## config.mk

```make
export PLATFORM = sky130hd
export DESIGN_NAME = mux2_rr_arbiter
export DESIGN_NICKNAME = d
export VERILOG_FILES = /design/src/rtl/mux_arb_pkg.sv /design/src/rtl/mux2_1_bus.sv /design/src/rtl/mux2_rr_arbiter.sv
export SDC_FILE = /design/constraint.sdc
export NUM_CORES = 1
export LEC_CHECK = 0
export CAP_MARGIN = 25
export CORE_MARGIN = 2
export CORE_UTILIZATION = 40
export DETAILED_ROUTE_END_ITERATION = 12
export HOLD_SLACK_MARGIN = 0.02
export MAX_ROUTING_LAYER = met4
export PLACE_DENSITY = 0.79
export SLEW_MARGIN = 20
export SYNTH_ARGS = -nofsm -noshare
export SYNTH_HDL_FRONTEND = slang
export SYNTH_HIERARCHICAL = 1
export SYNTH_SLANG_ARGS = --single-unit
```

## constraint.sdc

```tcl
create_clock -name sys_clk -period 4.1 [get_ports sys_clk]
set_input_delay 0.82 -clock sys_clk [delete_from_list [all_inputs] [get_ports sys_clk]]
set_output_delay 0.82 -clock sys_clk [all_outputs]
set_load 0.01 [all_outputs]
```

## src/rtl/mux_arb_pkg.sv

```systemverilog
// Shared definitions for the two-requester round-robin mux arbiter:
// FSM state encoding and mux select constants.
package mux_arb_pkg;

  typedef enum logic [1:0] {
    IDLE = 2'd0,
    GNT1 = 2'd1,
    GNT2 = 2'd2
  } arb_state_e;

  localparam logic SEL_IN1 = 1'b0;
  localparam logic SEL_IN2 = 1'b1;

endpackage

```

## src/rtl/mux2_1_bus.sv

```systemverilog
// DATA_W-wide 2:1 bus multiplexer; sel picks in1 (SEL_IN1) or in2 (SEL_IN2).
module mux2_1_bus
  import mux_arb_pkg::*;
#(
  parameter int unsigned DATA_W = 8
) (
  input  logic [DATA_W-1:0] in1,
  input  logic [DATA_W-1:0] in2,
  input  logic              sel,
  output logic [DATA_W-1:0] out
);

  always_comb begin
    out = (sel == SEL_IN2) ? in2 : in1;
  end

endmodule

```

## src/rtl/mux2_rr_arbiter.sv

```systemverilog
// Round-robin arbiter sharing one muxed valid/ready channel between two requesters,
// with a per-grant burst limit of MAX_BURST beats.
module mux2_rr_arbiter
  import mux_arb_pkg::*;
#(
  parameter int unsigned DATA_W    = 8,
  parameter int unsigned MAX_BURST = 4
) (
  input  logic              sys_clk,
  input  logic              sys_rst_n,
  input  logic              in1_valid,
  input  logic [DATA_W-1:0] in1_data,
  output logic              in1_ready,
  input  logic              in2_valid,
  input  logic [DATA_W-1:0] in2_data,
  output logic              in2_ready,
  output logic              out_valid,
  output logic [DATA_W-1:0] out_data,
  input  logic              out_ready,
  output logic              sel,
  output logic              busy
);

  localparam int unsigned       CNT_W     = $clog2(MAX_BURST + 1);
  localparam logic [CNT_W-1:0]  LAST_BEAT = CNT_W'(MAX_BURST - 1);
  localparam logic [CNT_W-1:0]  CNT_ONE   = CNT_W'(1);

  arb_state_e       state, state_nxt;
  logic             sel_nxt;
  logic             last_grant, last_grant_nxt;
  logic [CNT_W-1:0] beat_cnt, beat_cnt_nxt;
  logic             xfer;
  logic             rel_grant;

  always_ff @(posedge sys_clk) begin
    if (!sys_rst_n) begin
      state      <= IDLE;
      sel        <= SEL_IN1;
      last_grant <= SEL_IN2;
      beat_cnt   <= '0;
    end else begin
      state      <= state_nxt;
      sel        <= sel_nxt;
      last_grant <= last_grant_nxt;
      beat_cnt   <= beat_cnt_nxt;
    end
  end

  always_comb begin
    state_nxt      = state;
    sel_nxt        = sel;
    last_grant_nxt = last_grant;
    beat_cnt_nxt   = beat_cnt;
    out_valid      = 1'b0;
    in1_ready      = 1'b0;
    in2_ready      = 1'b0;
    xfer           = 1'b0;
    rel_grant      = 1'b0;

    unique case (state)
      IDLE: begin
        if (in1_valid && (!in2_valid || last_grant == SEL_IN2)) begin
          state_nxt = GNT1;
          sel_nxt   = SEL_IN1;
        end else if (in2_valid) begin
          state_nxt = GNT2;
          sel_nxt   = SEL_IN2;
        end
      end

      GNT1: begin
        out_valid = in1_valid;
        in1_ready = out_ready;
        xfer      = in1_valid && out_ready;
        rel_grant = !in1_valid || (xfer && beat_cnt == LAST_BEAT);
        if (rel_grant) begin
          last_grant_nxt = SEL_IN1;
          beat_cnt_nxt   = '0;
          // Hand straight over to the other requester when it is waiting.
          if (in2_valid) begin
            state_nxt = GNT2;
            sel_nxt   = SEL_IN2;
          end else begin
            state_nxt = IDLE;
          end
        end else if (xfer) begin
          beat_cnt_nxt = beat_cnt + CNT_ONE;
        end
      end

      GNT2: begin
        out_valid = in2_valid;
        in2_ready = out_ready;
        xfer      = in2_valid && out_ready;
        rel_grant = !in2_valid || (xfer && beat_cnt == LAST_BEAT);
        if (rel_grant) begin
          last_grant_nxt = SEL_IN2;
          beat_cnt_nxt   = '0;
          if (in1_valid) begin
            state_nxt = GNT1;
            sel_nxt   = SEL_IN1;
          end else begin
            state_nxt = IDLE;
          end
        end else if (xfer) begin
          beat_cnt_nxt = beat_cnt + CNT_ONE;
        end
      end

      default: begin
        state_nxt = IDLE;
      end
    endcase

    // While reset is asserted nothing is handshaken, so a partial burst is dropped cleanly.
    if (!sys_rst_n) begin
      out_valid = 1'b0;
      in1_ready = 1'b0;
      in2_ready = 1'b0;
    end
  end

  always_comb begin
    busy = (state != IDLE);
  end

  mux2_1_bus #(
    .DATA_W(DATA_W)
  ) u_mux (
    .in1(in1_data),
    .in2(in2_data),
    .sel(sel),
    .out(out_data)
  );

endmodule

```

==> out/results.ini, run 1 <==
[layout]
n_antenna_cell=0
nets=131
mostFrequentLayoutCell=clkdlybuf4s50_1
fin_cells=119
final_cell_mix=33 x clkdlybuf4s50_1, 8 x mux2_4, 7 x inv_1, 7 x nand2_1, 7 x dfxtp_1
finish.utilization=0.661
layout-drive-gt1-share=0.146
fillers=111
syn_to_final_growth_pct=58.0

[logic_synthesis]
synth-seq-area-share=0.225
syn_area_per_cell_um2=9.16
ys_ff_latch=7
synth-edff-count=0
syn-num-nets=95
ys_warn_count=6
ys_types=27
synthesis.instances=68
ys_async_sr_fraction=0
syn_area_um2=623
synthFlopType=dfxtp_1

[global_route]
grt_pass1_vias=531
antenna_found_initial=0
overflow=0
grt_max_degree=15
grt_usage=0.164
grt_pass1_wl_mm=2.28

[die]
dieArea_mm2=0.00189
ios=34
core.rowCount=14
die_w_um=43.5
core_area_mm2=0.00149
fp.dieH_um=43.5
start_util=0.418

[clocking]
ctsLongestPathBuffers=2
cts_tree=built
cts_resized=0
htreeDepth=1
clk-insertion-delay-late_ns=0.26
cts_setup_buffers=0
root_buffer=clkbuf_4
numCtsBuffers=3
cts_hold_buf=0
cts.sinks=7
path_clk_slew_ns=0.05

[routing]
wl_per_cell_um=12.2
drc_errors=0
detail-route-antenna-nets=0
routed_via_density=5.18
drt_first_pass_iters=4
wl_mm=1.46
drt-initial-drc-count=8
num_vias=617

[status]
outcome=complete, no violations

[timing]
period_needed_ns=3.18
rsz0062_at_grt=false
period_share=0.775
slew_viol_final=0
fmax_mhz=315
maxSlewHeadroom=0.628
worst_slew_pin_slew_ns=0.557
fin_ws_ns=0.921
finalSetupTns_ns=0
skew_ns=0.00257
hold_viol_final=0
setup_viol=0

[power]
p_seq_frac=0.291
power_uw=313
power.internal_uw=208
power.switching_uw=106
powerDensity_mw_per_mm2=318
peakVddDrop_mv=0.214
pwr-share-comb=0.495
leakagePower_uw=0.000403
p_clk_frac=0.213
switching_share=0.337

[critical_path]
cp-start-kind=input pin
critPathMostFrequentCell=clkdlybuf4s50_1
required_ns=3.28
critical_path_class=in2out
cp_slowest_stage_delay_ns=0.75
worstPathArrival_ns=2.36
endpoint_kind=output port
crit_path_max_fanout=14
cp_cell_sequence=clkdlybuf4s50_1, and3_1, clkdlybuf4s50_1
r2r_cells=6
critPathSlowestCell=clkdlybuf4s50_1

[job]
drv_cap=0

[placement]
port_buffers=33
gp_congestion=0.859
dpl.hpwl_mm=1.18
dpl.cell_count=115
dp_slack_ns=0.935

[worst_hold_path]
hold_path_class=reg2reg
hold_depth=2

## synth_stat cells, types with 2 or more instances
master / instances / area, µm²
mux2i_1: 2 / 20.0
nor2_1: 3 / 11.3
a21oi_1: 2 / 10.0
o31ai_1: 3 / 22.5
ha_1: 6 / 75.1
inv_1: 7 / 26.3
and3_1: 2 / 12.5
nand3_1: 4 / 20.0
dfxtp_1: 7 / 140
nand2_1: 7 / 26.3
mux2_4: 8 / 120
o21ai_0: 2 / 10.0
## power groups by stage
stage	logic, µW	registers [µW]	clock network (µW)
finish	155	91.3	66.8
global route	168	92.7	70.7
CTS	156	91.7	67.8
detailed placement	155	93.0	0
global placement	153	92.4	0
floorplan	98.9	85.3	0
## critical path, delay by kind of cell
family | cells | cell delay [ns]
buffers and inverters | 2 | 1.29
AND/OR/NAND/NOR | 1 | 0.24
## path summary, 6_finish.rpt
| path | slack, ns | startpoint | endpoint |
|---|---|---|---|
| worst max register to register | 2.51 | state[0]$_SDFFE_PN0P_ | sel$_SDFFE_PN0P_ |
| worst min-delay path | 0.48 | beat_cnt[2]$_SDFFE_PN0P_ | beat_cnt[2]$_SDFFE_PN0P_ |
| worst min register to register | 0.48 | beat_cnt[2]$_SDFFE_PN0P_ | beat_cnt[2]$_SDFFE_PN0P_ |
| worst max-delay path | 0.92 | sys_rst_n | in1_ready |
## metrics by stage
stage,cell area (µm²),hold WS [ns]
2_1_floorplan,623,0.446
3_3_place_gp,958,0.462
3_5_place_dp,958,0.470
4_1_cts,985,0.477
5_1_grt,985,0.492
6_report,985,0.476
## state kept, by name (all words and copies together) (netlist names)
signal / cells
last_grant: 1
beat_cnt: 3
sel: 1
state: 2
## per-layer routing
layer | GRT usage | share of wire | wire length [µm]
met1 | 0.178 | 0.41 | 604
met2 | 0.257 | 0.43 | 629
met3 | 0.0625 | 0.13 | 188
met4 | 0.0909 | 0.025 | 36
met5 | - | 0 | 0
## kinds of logic (layout without fill, tap and decap cells)
group,Yosys count,count (layout),share of synthesized area
AO/OA/AOI/OAI,15,15,0.187
adder cells (fa/ha/maj),6,6,0.120
buffers and inverters,9,44,0.0663
flip-flops,7,7,0.225
multiplexers,11,11,0.243
AND/OR/NAND/NOR,20,20,0.159
## area by class of cell
type / count / area [µm²] / share of cell area
Timing Repair Buffer: 33 / 330 / 0.335
Sequential cell: 7 / 140 / 0.142
Tap cell: 16 / 20.0 / 0.0203
Inverter: 7 / 26.3 / 0.0267
Clock buffer: 4 / 26.3 / 0.0267
Multi-Input combinational cell: 52 / 442 / 0.449
(Power assumes the default switching activity.)
==> inputs of run 2 (changes only) <==
CORE_UTILIZATION = 34   (was 40)
PLACE_DENSITY = 0.72   (was 0.79)
clock period = 2.85 ns   (was 4.1 ns; I/O delays follow)
==> run 2 against run 1 <==
Net effect:
- combinational power increased by 45%
- die area increased by 16%
- cell area grew 1.9%
- largest cell class unchanged
- core utilization shrank 8.0 points
- critical endpoint is now out_valid
- critical path type unchanged
- via count is 1.8% higher
- highest routed layer unchanged
- cell count up 8.4%
==> out/results.ini, run 2 (synthesis gave the netlist of run 1 again) <==
[status]
outcome=complete, no violations

[critical_path]
r2r_start=state[0]$_SDFFE_PN0P_
required_ns=2.28  ; -1.00 ns
critPathMostFrequentCell=clkdlybuf4s50_1
cp-startpoint=in1_valid
critPathBufInv=2  ; unchanged
critPathTopFamily=buffers and inverters
worstPathArrival_ns=1.98  ; -0.38 ns
crit_path_max_fanout=7  ; -7
cp_cell_sequence=clkdlybuf4s50_1, a22oi_2, nor2_1, clkdlybuf4s50_1
critPathSlowestCell=clkdlybuf4s50_1
endpoint_kind=output port
cp-start-kind=input pin
critical_path_class=in2out
cp_slowest_stage_delay_ns=0.61  ; -0.14 ns

[layout]
final_cell_mix=33 x clkdlybuf4s50_1, 8 x mux2_4, 7 x inv_1, 7 x nand2_1, 7 x dfxtp_1
syn_to_final_growth_pct=61.0
mostFrequentLayoutCell=clkdlybuf4s50_1
top_regs=beat_cnt x3, state x2
fillers=164  ; +48%
top_register=beat_cnt
largest_reg_flops=3  ; unchanged
postLayoutCellArea_mm2=0.00100  ; +1.9%
layout-drive-gt1-share=0.154  ; +0.00822
n_antenna_cell=0  ; unchanged
nets=132  ; +0.76%

[timing]
setup_viol=0  ; unchanged
fin_ws_ns=0.302  ; -0.619 ns
fmax_mhz=392
slew_viol_final=0  ; unchanged
period_needed_ns=2.55
hold_viol_final=0  ; unchanged
finalSetupTns_ns=0  ; unchanged
rsz0062_at_grt=false
period_share=0.894
skew_ns=0.00843  ; +0.00587 ns
maxSlewHeadroom=0.618  ; -0.00994
worst_slew_pin_slew_ns=0.572  ; +0.0149 ns

[power]
p_seq_frac=0.288  ; -0.003
p_clk_frac=0.218  ; +0.005
pwr-share-comb=0.494  ; about the same
switching_share=0.342  ; +0.00478
power.internal_uw=300  ; +44%
power.switching_uw=156  ; +48%
leakagePower_uw=0.000408  ; +1.2%
powerDensity_mw_per_mm2=454  ; +43%
peakVddDrop_mv=0.269  ; +25%

[placement]
gp_congestion=0.797  ; -7.1%
post_dp_cell_area_um2=977  ; +2.0%
dp_slack_ns=0.329  ; -0.606 ns
dpl.hpwl_mm=1.22  ; +2.9%
port_buffers=33  ; unchanged

[die]
start_util=0.361  ; -0.0576
dieArea_mm2=0.00219  ; +16%
fp.dieH_um=46.8  ; +7.7%
ios=34  ; unchanged
core_area_mm2=0.00173  ; +16%
core.rowCount=15  ; +1
die_w_um=46.8  ; +7.7%

[global_route]
grt_max_degree=12  ; -3
grt_pass1_vias=554  ; +4.3%
antenna_found_initial=0  ; unchanged
overflow=0  ; unchanged
grt_pass1_wl_mm=2.24  ; -2.1%
grt_usage=0.155  ; -0.00883

[routing]
drt-initial-drc-count=11  ; +3
num_vias=628  ; +1.8%
routed_via_density=4.87  ; -6.1%
drc_errors=0  ; unchanged
wl_mm=1.55  ; +6.0%
detail-route-antenna-nets=0  ; unchanged
wl_per_cell_um=12.0  ; -2.2%
drt_first_pass_iters=4  ; unchanged

[clocking]
cts.sinks=7  ; unchanged
clk-insertion-delay-late_ns=0.27  ; about the same
htreeDepth=1  ; unchanged
path_clk_slew_ns=0.05  ; about the same
cts_setup_buffers=0  ; unchanged
root_buffer=clkbuf_4
cts_resized=0  ; unchanged
ctsLongestPathBuffers=2  ; unchanged
cts_tree=built
numCtsBuffers=3  ; unchanged
cts_hold_buf=0  ; unchanged

[worst_hold_path]
hold_path_class=reg2reg
hold_path_startpoint=beat_cnt[1]$_SDFFE_PN0P_

[job]
drv_cap=0  ; unchanged

-- run 2: changes by cell type in the layout (fill, tap and decap cells not counted), sizes merged --
cell / before / now
buf: 0 / 1
-- run 2: path summary, 6_finish.rpt --
kind	cells after the start	to	slack, ns
setup / recovery	4	out_valid	0.30
hold / removal	2	beat_cnt[1]$_SDFFE_PN0P_	0.48
setup reg to reg	6	sel$_SDFFE_PN0P_	1.25
hold reg to reg	2	beat_cnt[1]$_SDFFE_PN0P_	0.48
-- run 2: power by group through the flow --
stage	Combinational, µW	Clock [µW]	Sequential [µW]
6_report	225	99.3	132
5_1_grt	245	107	134
4_1_cts	226	103	132
3_5_place_dp	226	0	134
3_3_place_gp	222	0	134
2_1_floorplan	142	0	123
-- run 2: cell type report --
class,instances,area [µm²],share of cell area
Sequential cell,7,140,0.140
Tap cell,25,31.3,0.0312
Inverter,7,26.3,0.0262
Timing Repair Buffer,34,338,0.337
Multi-Input combinational cell,52,442,0.440
Clock buffer,4,26.3,0.0262
-- run 2: metal layers --
| layer | global-route usage | wire length, µm | vias up |
|---|---|---|---|
| met1 | 0.135 | 604 | 273 |
| met2 | 0.271 | 673 | 35 |
| met3 | 0.0538 | 228 | 5 |
| met4 | 0.117 | 39 | 0 |
| met5 | - | 0 | - |
| li1 | - | - | 315 |
-- run 2: per-stage QoR --
| stage | utilization | hold slack (ns) | total power [µW] | instances |
|---|---|---|---|---|
| after detailed placement | 0.566 | 0.470 | 360 | 125 |
| after global routing | 0.581 | 0.500 | 486 | 129 |
| after CTS | 0.581 | 0.478 | 461 | 129 |
| after floorplan | - | 0.446 | 265 | 68 |
| final | 0.581 | 0.477 | 456 | 129 |
| after global placement | 0.566 | 0.461 | 356 | 125 |
-- run 2: worst register-to-register path, delay by kind of cell, from the launching register on --
family | cells | cell delay (ns)
compound gates | 3 | 0.60
flops | 1 | 0.38
fa+ha+maj | 1 | 0.26
mux | 1 | 0.20
buf+inv | 1 | 0.09
